==> config.mk <==
export PLATFORM = sky130hd
export DESIGN_NAME = ram_arbiter_flat
export DESIGN_NICKNAME = d
export VERILOG_FILES = /design/src/rtl/ram_arbiter_if.sv /design/src/rtl/ram_arbiter.sv /design/src/flat_wrapper.sv
export SDC_FILE = /design/constraint.sdc
export NUM_CORES = 1
export LEC_CHECK = 0
export CAP_MARGIN = 20
export CORE_MARGIN = 8
export CORE_UTILIZATION = 35
export CTS_CLUSTER_DIAMETER = 40
export DETAILED_ROUTE_END_ITERATION = 10
export GPL_ROUTABILITY_DRIVEN = 0
export MAX_ROUTING_LAYER = met4
export PLACE_DENSITY_LB_ADDON = 0.15
export SLEW_MARGIN = 15
export SYNTH_ARGS = -nofsm -noshare
export SYNTH_HDL_FRONTEND = slang
export SYNTH_SLANG_ARGS = --single-unit
==> constraint.sdc <==
create_clock -name clk -period 1 [get_ports clk]
set_input_delay 0.1 -clock clk [delete_from_list [all_inputs] [get_ports clk]]
set_output_delay 0.1 -clock clk [all_outputs]
set_load 0.1 [all_outputs]
==> src/rtl/ram_arbiter_if.sv <==
// Request/response bundle between two requesters and ram_arbiter.
// master = requester side, slave = arbiter side.
interface ram_arbiter_if #(
    parameter int DW = 8,
    parameter int AW = 8
);
    logic          req0;
    logic          req1;
    logic          we0;
    logic          we1;
    logic [AW-1:0] addr0;
    logic [AW-1:0] addr1;
    logic [DW-1:0] wdata0;
    logic [DW-1:0] wdata1;
    logic          ack0;
    logic          ack1;
    logic          rvalid0;
    logic          rvalid1;
    logic [DW-1:0] rdata;

    modport master (
        output req0, req1, we0, we1,
        output addr0, addr1, wdata0, wdata1,
        input  ack0, ack1, rvalid0, rvalid1, rdata
    );

    modport slave (
        input  req0, req1, we0, we1,
        input  addr0, addr1, wdata0, wdata1,
        output ack0, ack1, rvalid0, rvalid1, rdata
    );
endinterface

==> src/rtl/ram_arbiter.sv <==
// Two-port round-robin arbiter in front of one single-port synchronous RAM.
// RAM_ARB_FIXED_PRI_EN: port 0 always wins contention (port 1 may starve).
module ram_arbiter #(
    parameter int DW     = 8,
    parameter int AW     = 8,
    parameter int RD_LAT = 1
) (
    input  logic          clk,
    input  logic          rst_n,
    ram_arbiter_if.slave  bus,
    output logic [AW-1:0] ram_addr,
    output logic [DW-1:0] ram_data,
    output logic          ram_wren,
    input  logic [DW-1:0] ram_q
);

    logic          ack0;
    logic          ack1;
    logic          xfer;
    logic          sel_we;
    logic [AW-1:0] sel_addr;
    logic [DW-1:0] sel_data;
    logic          rvalid0;
    logic          rvalid1;
    logic [DW-1:0] rdata;

    // One tag per issued access: valid marks a read, port says who gets it
    logic [RD_LAT:0] tag_vld;
    logic [RD_LAT:0] tag_port;

`ifndef RAM_ARB_FIXED_PRI_EN
    logic last_grant;
`endif

    always_comb begin
        ack0 = 1'b0;
        ack1 = 1'b0;
`ifdef RAM_ARB_FIXED_PRI_EN
        ack0 = bus.req0;
`else
        ack0 = bus.req0 & (~bus.req1 | last_grant);
`endif
        ack1 = bus.req1 & ~ack0;
    end

    assign xfer = ack0 | ack1;

    always_comb begin
        sel_we   = 1'b0;
        sel_addr = '0;
        sel_data = '0;
        unique case (1'b1)
            ack1: begin
                sel_we   = bus.we1;
                sel_addr = bus.addr1;
                sel_data = bus.wdata1;
            end
            default: begin
                sel_we   = bus.we0;
                sel_addr = bus.addr0;
                sel_data = bus.wdata0;
            end
        endcase
    end

    always_ff @(posedge clk or negedge rst_n) begin
        if (!rst_n) begin
            ram_addr <= '0;
            ram_data <= '0;
            ram_wren <= 1'b0;
            tag_vld  <= '0;
            tag_port <= '0;
            rvalid0  <= 1'b0;
            rvalid1  <= 1'b0;
            rdata    <= '0;
        end else begin
            if (xfer) begin
                ram_addr <= sel_addr;
                ram_data <= sel_data;
                ram_wren <= sel_we;
            end else begin
                ram_wren <= 1'b0;
            end
            tag_vld  <= {tag_vld[RD_LAT-1:0], xfer & ~sel_we};
            tag_port <= {tag_port[RD_LAT-1:0], ack1};
            rvalid0  <= tag_vld[RD_LAT] & ~tag_port[RD_LAT];
            rvalid1  <= tag_vld[RD_LAT] & tag_port[RD_LAT];
            if (tag_vld[RD_LAT])
                rdata <= ram_q;
        end
    end

`ifndef RAM_ARB_FIXED_PRI_EN
    always_ff @(posedge clk or negedge rst_n) begin
        if (!rst_n)
            last_grant <= 1'b1;
        else if (xfer)
            last_grant <= ack1;
    end
`endif

    assign bus.ack0    = ack0;
    assign bus.ack1    = ack1;
    assign bus.rvalid0 = rvalid0;
    assign bus.rvalid1 = rvalid1;
    assign bus.rdata   = rdata;

endmodule

==> src/flat_wrapper.sv <==
// flat-port wrapper written by rule: the top's interface ports become plain ports
module ram_arbiter_flat 
#(
    parameter int DW     = 8,
    parameter int AW     = 8,
    parameter int RD_LAT = 1
)
  (clk, rst_n, ram_addr, ram_data, ram_wren, ram_q, bus_req0, bus_req1, bus_we0, bus_we1, bus_addr0, bus_addr1, bus_wdata0, bus_wdata1, bus_ack0, bus_ack1, bus_rvalid0, bus_rvalid1, bus_rdata);
  ram_arbiter_if #(.DW(DW), .AW(AW)) bus_i ();
  input  logic clk;
  input  logic rst_n;
  output logic [AW-1:0] ram_addr;
  output logic [DW-1:0] ram_data;
  output logic ram_wren;
  input  logic [DW-1:0] ram_q;
  input wire logic [$bits(bus_i.req0)-1:0] bus_req0;
  input wire logic [$bits(bus_i.req1)-1:0] bus_req1;
  input wire logic [$bits(bus_i.we0)-1:0] bus_we0;
  input wire logic [$bits(bus_i.we1)-1:0] bus_we1;
  input wire logic [$bits(bus_i.addr0)-1:0] bus_addr0;
  input wire logic [$bits(bus_i.addr1)-1:0] bus_addr1;
  input wire logic [$bits(bus_i.wdata0)-1:0] bus_wdata0;
  input wire logic [$bits(bus_i.wdata1)-1:0] bus_wdata1;
  output wire logic [$bits(bus_i.ack0)-1:0] bus_ack0;
  output wire logic [$bits(bus_i.ack1)-1:0] bus_ack1;
  output wire logic [$bits(bus_i.rvalid0)-1:0] bus_rvalid0;
  output wire logic [$bits(bus_i.rvalid1)-1:0] bus_rvalid1;
  output wire logic [$bits(bus_i.rdata)-1:0] bus_rdata;
  assign bus_i.req0 = bus_req0;
  assign bus_i.req1 = bus_req1;
  assign bus_i.we0 = bus_we0;
  assign bus_i.we1 = bus_we1;
  assign bus_i.addr0 = bus_addr0;
  assign bus_i.addr1 = bus_addr1;
  assign bus_i.wdata0 = bus_wdata0;
  assign bus_i.wdata1 = bus_wdata1;
  assign bus_ack0 = bus_i.ack0;
  assign bus_ack1 = bus_i.ack1;
  assign bus_rvalid0 = bus_i.rvalid0;
  assign bus_rvalid1 = bus_i.rvalid1;
  assign bus_rdata = bus_i.rdata;
  ram_arbiter #(.DW(DW), .AW(AW), .RD_LAT(RD_LAT)) u_core (.clk(clk), .rst_n(rst_n), .bus(bus_i), .ram_addr(ram_addr), .ram_data(ram_data), .ram_wren(ram_wren), .ram_q(ram_q));
endmodule
==> results.json, run 1 <==
{
  "die_height_um": 79.8,
  "cpMaxStageDelayCell": "dfstp_2",
  "antenna_left": 0,
  "vdd_drop_max_mv": 1.12,
  "cp.depth": 3,
  "hold_path.class": "in -> async",
  "seq_area_frac_synth_pct": 56.2,
  "cts-root-buf": "clkbuf_8",
  "muxShareOfSynthArea_pct": 17.5,
  "first_global_vias": 1392,
  "synthToLayoutAreaGrowth_pct": 102,
  "start_kind": "flip-flop",
  "slowest_delay_ns": 0.57,
  "synth_area_mm2": 0.00143,
  "layout-drive-gt1-share_pct": 55.3,
  "rr_startpoint": "u_core.last_grant$_DFFE_PN1P_",
  "cts_inserted_buffers": 5,
  "final_cells": 247,
  "nNetsFinal": 242,
  "yosys.area_share.xor_xnor_pct": 0,
  "core_area_mm2": 0.00397,
  "grt_setup_unrepaired": "true",
  "grtUsageTotal_pct": 14.8,
  "wl_um": 4560,
  "rows": 23,
  "post-route-period-util_pct": 130,
  "maxCapViolCount": 0,
  "critical_path.startpoint": "u_core.last_grant$_DFFE_PN1P_",
  "reg2reg_to": "u_core.ram_data[3]$_DFFE_PN0P_",
  "cp_top_family": "flip-flops",
  "slew_headroom_pct": 81.1,
  "cts_tree": "done",
  "arrival_ns": 1.20,
  "drt_pass1_iterations": 4,
  "synthesis.nets": 153,
  "drc": 0,
  "hpwl_um": 3340,
  "die_area_mm2": 0.00637,
  "max_freq_mhz": 769,
  "syn_area_per_cell_um2": 13.3,
  "tightestPinTransition_ns": 0.283,
  "setup_ws_ns": -0.300,
  "wl_per_cell_um": 18.5,
  "path_class": "reg -> out",
  "end_kind": "output pin",
  "clk_pin_slew_ns": 0.07,
  "clkSinkCount": 32,
  "overflow": 0,
  "synth_adder_area_share_pct": 0,
  "setup_viol": 38,
  "status": "complete, but fails checks",
  "drtIter0Drc": 31,
  "placedCellCount": 234,
  "grt_max_degree": 33,
  "worstSetupEndpoint": "bus_ack1",
  "crit_chain": "a21bo_4, inv_4, buf_12",
  "top_level_ports": 75,
  "vias": 1221,
  "grt_antenna_before_repair": 0,
  "fp.dieW_um": 79.8,
  "crit_required_ns": 0.90,
  "synthCells": 107,
  "reg2reg_depth": 5,
  "path_buf_inv": 2,
  "ff2ff_setup_slack_ns": -0.29,
  "ys_ff_latch": 32,
  "synth-warning-count": 0,
  "yosys.cell_types.count": 21,
  "portBuffers": 74,
  "whs_ns": 0.187,
  "violations": "setup timing",
  "p_leak_nw": 1.21,
  "slew_violations": 0,
  "period_minus_slack_ns": 1.30,
  "clk_latency_ns": 0.28,
  "htreeDepth": 2,
  "fin_skew_ns": 0.00711,
  "viasPerCell": 4.94,
  "synth_compound_area_share_pct": 19.2,
  "crit_fanout": 3,
  "hold_viol_final": 0,
  "clockBufferDepth": 2,
  "cts_hold_buf": 0,
  "grt_pass1_wl_um": 7080,
  "n_antenna_cell": 0,
  "synth_top_family_by_area": "compound AO/OA/AOI/OAI gates",
  "yosys.area_share.simple_pct": 1.32,
  "powerDensity_mw_per_mm2": 2000,
  "initial_core_util_pct": 35.9
}
==> sequential cells by signal, indices dropped and copies added, names as in the netlist <==
name	flops
u_core.last_grant	1
u_core.ram_wren	1
u_core.bus.rvalid0	1
u_core.tag_port	2
u_core.bus.rvalid1	1
u_core.ram_data	8
u_core.bus.rdata	8
u_core.tag_vld	2
u_core.ram_addr	8
==> worst min path at each step <==
| stage | start | to | cells past startpoint |
|---|---|---|---|
| after floorplan | rst_n | u_core.bus.rvalid0$_DFF_PN0_ | 0 |
| after global placement | u_core.tag_port[0]$_DFF_PN0_ | u_core.tag_port[1]$_DFF_PN0_ | 0 |
| after detailed placement | u_core.tag_port[0]$_DFF_PN0_ | u_core.tag_port[1]$_DFF_PN0_ | 0 |
| after CTS | rst_n | u_core.tag_vld[0]$_DFF_PN0_ | 2 |
| after global routing | rst_n | u_core.ram_wren$_DFF_PN0_ | 2 |
| final | rst_n | u_core.bus.rvalid0$_DFF_PN0_ | 2 |
==> worst register-to-register path: stages (launching register included) <==
cell and delay (ns):
dfstp_2 0.57, buf_4 0.13, nand2_2 0.07, buf_12 0.17
o22ai_2 0.15, a21oi_1 0.07
==> what timing repair did <==
action / 4_1_cts / 5_1_grt
setup endpoints to repair: 45 / 45
gates cloned: 0 / 1
pin swaps: 2 / 1
setup buffers: 5 / 0
hold endpoints to repair: 0 / 0
gates resized for setup: 9 / 11
==> routing by layer <==
metal | share of wire (%) | GRT usage (%) | vias to the layer above
li1 | - | - | 574
met5 | 0 | - | -
met2 | 55 | 26.4 | 46
met3 | 6.3 | 4.50 | 8
met1 | 36 | 14.5 | 593
met4 | 1.8 | 6.00 | 0
==> logic make-up (layout without fill, tap and decap cells) <==
kind of cell	Yosys count	after routing
AO/OA/AOI/OAI	37	37
buffers and inverters	11	101
flip-flops	32	32
multiplexers	24	24
AND/OR/NAND/NOR	3	3
==> metrics by stage <==
step / setup TNS [ns] / utilization, % / instance area [µm²] / power (mW) / setup slack (ns)
after floorplan: -2.90 / - / 1500 / 3.30 / -0.586
after global placement: -7.55 / 66.3 / 2630 / 4.43 / -0.380
after detailed placement: -8.75 / 66.3 / 2630 / 4.48 / -0.505
after CTS: -5.75 / 70.5 / 2800 / 5.76 / -0.291
after global routing: -7.44 / 72.6 / 2880 / 5.99 / -0.339
final: -5.87 / 72.6 / 2880 / 5.77 / -0.300
==> cells in the mapped netlist <==
cell,count,area share (%)
dfrtp_1,31,54
a21oi_1,16,5.6
mux2i_1,16,11
o22ai_2,9,7.9
mux2_2,8,6.3
o22ai_1,8,3.5
inv_1,3,0.79
buf_4,2,1.1
buf_6,2,1.6
a21bo_1,1,0.70
a21boi_0,1,0.53
a22o_1,1,0.61
and2_1,1,0.44
buf_12,1,1.4
buf_2,1,0.35
clkbuf_1,1,0.26
dfstp_2,1,1.8
inv_2,1,0.26
nand2_2,1,0.44
nor2b_1,1,0.44
o21ai_0,1,0.35
==> layout by cell type (no fill, tap or decap), types with 6 or more instances in the layout <==
cell / synthesis / final
clkdlybuf4s50_1: 0 / 45
buf_12: 1 / 32
o22ai_2: 9 / 16
mux2i_1: 16 / 16
a21oi_1: 16 / 15
dfrtp_4: 0 / 15
dfrtp_2: 0 / 10
mux2_2: 8 / 7
buf_4: 2 / 6
dfrtp_1: 31 / 6
==> layout make-up <==
type / count / area, µm²
Clock inverter: 3 / 42.5
Sequential cell: 32 / 871
Timing Repair Buffer: 89 / 1220
Tap cell: 50 / 62.6
Fill cell: 274 / 1090
Inverter: 4 / 17.5
Clock buffer: 5 / 68.8
Multi-Input combinational cell: 64 / 604
==> report_power, final <==
part / internal (mW) / leakage, nW / switching (mW)
clock network: 0.736 / 0.0541 / 0.477
logic: 1.13 / 0.803 / 1.66
registers: 1.56 / 0.353 / 0.208
total: 3.43 / 1.21 / 2.34
No activity file was read; power rests on OpenSTA's default activity.
==> run 2: changes to the inputs <==
--- a/config.mk
+++ b/config.mk
@@ -6,7 +6,7 @@
 export NUM_CORES = 1
 export LEC_CHECK = 0
 export CAP_MARGIN = 20
-export CORE_MARGIN = 8
+export CORE_MARGIN = 3
 export CORE_UTILIZATION = 35
 export CTS_CLUSTER_DIAMETER = 40
 export DETAILED_ROUTE_END_ITERATION = 10
==> run 2 against run 1 <==
The run still ends with setup timing left. Clock skew fell by 0.0058 ns. Register-to-register slack is essentially flat. Via count up 1.6%. Flip-flop and latch count stayed put. Cell count shrank 0.81%. Core utilization grew 2.4 points. Combinational power about the same. Sequential power about the same. First-iteration DRC count rose by 77%. Count of clock-buffer cells in the layout is 1 higher. Die area decreased by 23%. Non-clock buffer count stayed put. Critical path type unchanged. Highest routed layer unchanged.
==> results.json, run 2 (synthesis results as in run 1) <==
{
  "portBuffers": 74,
  "violations": "setup timing",
  "vdd_drop_max_mv": 1.21,
  "mostFrequentLayoutCells": "clkdlybuf4s50_1 (44), buf_12 (33), mux2i_1 (16)",
  "grt_setup_unrepaired": "true",
  "setup_ws_ns": -0.298,
  "die_height_um": 69.8,
  "tightestPinTransition_ns": 0.314,
  "crit_required_ns": 0.90,
  "p_leak_nw": 1.20,
  "final_common_cell": "clkdlybuf4s50_1",
  "utilization_pct": 75.0,
  "drtIter0Drc": 55,
  "start_kind": "flip-flop",
  "status": "complete, but fails checks",
  "cts_tree": "done",
  "top_regs": "u_core.bus.rdata (8), u_core.ram_addr (8), u_core.ram_data (8)",
  "fp.dieW_um": 69.8,
  "slew_violations": 0,
  "placedCellCount": 230,
  "setup_viol": 36,
  "crit_fanout": 3,
  "period_minus_slack_ns": 1.30,
  "n_antenna_cell": 0,
  "vias": 1240,
  "grt_pass1_wl_um": 6810,
  "clockBufferDepth": 2,
  "clk_pin_slew_ns": 0.07,
  "post-place-ws_ns": -0.430,
  "fin_skew_ns": 0.00133,
  "nNetsFinal": 242,
  "top_level_ports": 75,
  "cts_inserted_buffers": 5,
  "powerDensity_mw_per_mm2": 1950,
  "overflow": 0,
  "end_kind": "output pin",
  "busiest_layer": "met2",
  "post-route-period-util_pct": 130,
  "first_global_vias": 1405,
  "viasPerCell": 5.06,
  "met3_usage_pct": 4.64,
  "grt_use_met2_pct": 32.6,
  "wl_per_cell_um": 16.9,
  "layout-drive-gt1-share_pct": 55.3,
  "clk_latency_ns": 0.28,
  "cts_hold_buf": 0,
  "initial_core_util_pct": 37.5,
  "grtUsageTotal_pct": 18.4,
  "hold_viol_final": 0,
  "path_class": "reg -> out",
  "core_area_mm2": 0.00380,
  "nFillCells": 230,
  "die_area_mm2": 0.00488,
  "rows": 22,
  "maxCapViolCount": 0,
  "cts-root-buf": "clkbuf_8",
  "grtUsageMet1_pct": 18.8,
  "grt_max_degree": 33,
  "clkSinkCount": 32,
  "final_cells": 245,
  "synthToLayoutAreaGrowth_pct": 99.7,
  "arrival_ns": 1.20,
  "grt_antenna_before_repair": 0,
  "slew_headroom_pct": 79.1,
  "drt_pass1_iterations": 4,
  "hold_path.class": "in -> async",
  "wl_um": 4150,
  "antenna_left": 0,
  "hpwl_um": 2960,
  "max_freq_mhz": 770,
  "htreeDepth": 2,
  "drc": 0
}
run 2: changes by cell type in the layout (fill, tap and decap cells not counted), sizes merged:
| cell | before | now |
|---|---|---|
| bufinv | 1 | 0 |
| clkbuf | 6 | 7 |
| clkdlybuf4s50 | 45 | 44 |
| clkinv | 1 | 2 |
| clkinvlp | 1 | 0 |
| dlygate4sd2 | 0 | 1 |
run 2: final cells by class:
cell class	instances	area [µm²]	share of cell area (%)
tap	48	60.1	2.11
multi-input combinational	64	597	20.9
timing repair buffer	89	1210	42.6
clock buffer	6	82.6	2.90
sequential	32	871	30.6
clock inverter	2	10.0	0.351
inverter	4	15.0	0.527
run 2: final timing paths:
check | cells past startpoint | slack, ns | start | end
worst max-delay path | 3 | -0.30 | u_core.last_grant$_DFFE_PN1P_ | bus_ack0
max in group asynchronous | 2 | 0.57 | rst_n | u_core.last_grant$_DFFE_PN1P_
min in group clk | 0 | 0.35 | u_core.tag_vld[0]$_DFF_PN0_ | u_core.tag_vld[1]$_DFF_PN0_
worst min-delay path | 2 | 0.19 | rst_n | u_core.bus.rdata[2]$_DFFE_PN0P_
worst min register to register | 0 | 0.35 | u_core.tag_vld[0]$_DFF_PN0_ | u_core.tag_vld[1]$_DFF_PN0_
worst max register to register | 5 | -0.28 | u_core.last_grant$_DFFE_PN1P_ | u_core.ram_addr[7]$_DFFE_PN0P_
run 2: power by group:
part	switching (mW)	total [mW]	internal (mW)
registers	0.205	1.77	1.56
logic	1.66	2.78	1.12
clock network	0.464	1.01	0.548
total	2.32	5.56	3.23
run 2: metal layers:
metal / vias up / routed length [µm] / share of wire [%]
met5: - / 0 / 0
met4: 0 / 98 / 2.4
met3: 12 / 231 / 5.6
met2: 48 / 2330 / 56
li1: 575 / - / -
met1: 605 / 1490 / 36
run 2: per-stage QoR:
stage          total power [mW]  TNS [ns]  hold WS, ns  instance area (µm²)
2_1_floorplan              3.30     -2.90       -0.196                 1500
3_3_place_gp               4.42     -7.67        0.334                 2630
3_5_place_dp               4.47     -9.16        0.336                 2630
4_1_cts                    5.53     -5.16        0.194                 2780
5_1_grt                    5.77     -6.98        0.208                 2850
6_report                   5.56     -5.61        0.190                 2850
run 2: timing repair:
action	4_1_cts	5_1_grt
resized for setup	8	8
cloned	0	1
pin swaps	2	1
setup endpoints to repair	45	40
setup buffers	6	1
run 2: critical path, stage by stage (launching register included):
cell	delay, ns
dfstp_2	0.57
o21ai_2	0.07
inv_2	0.10
buf_12	0.17
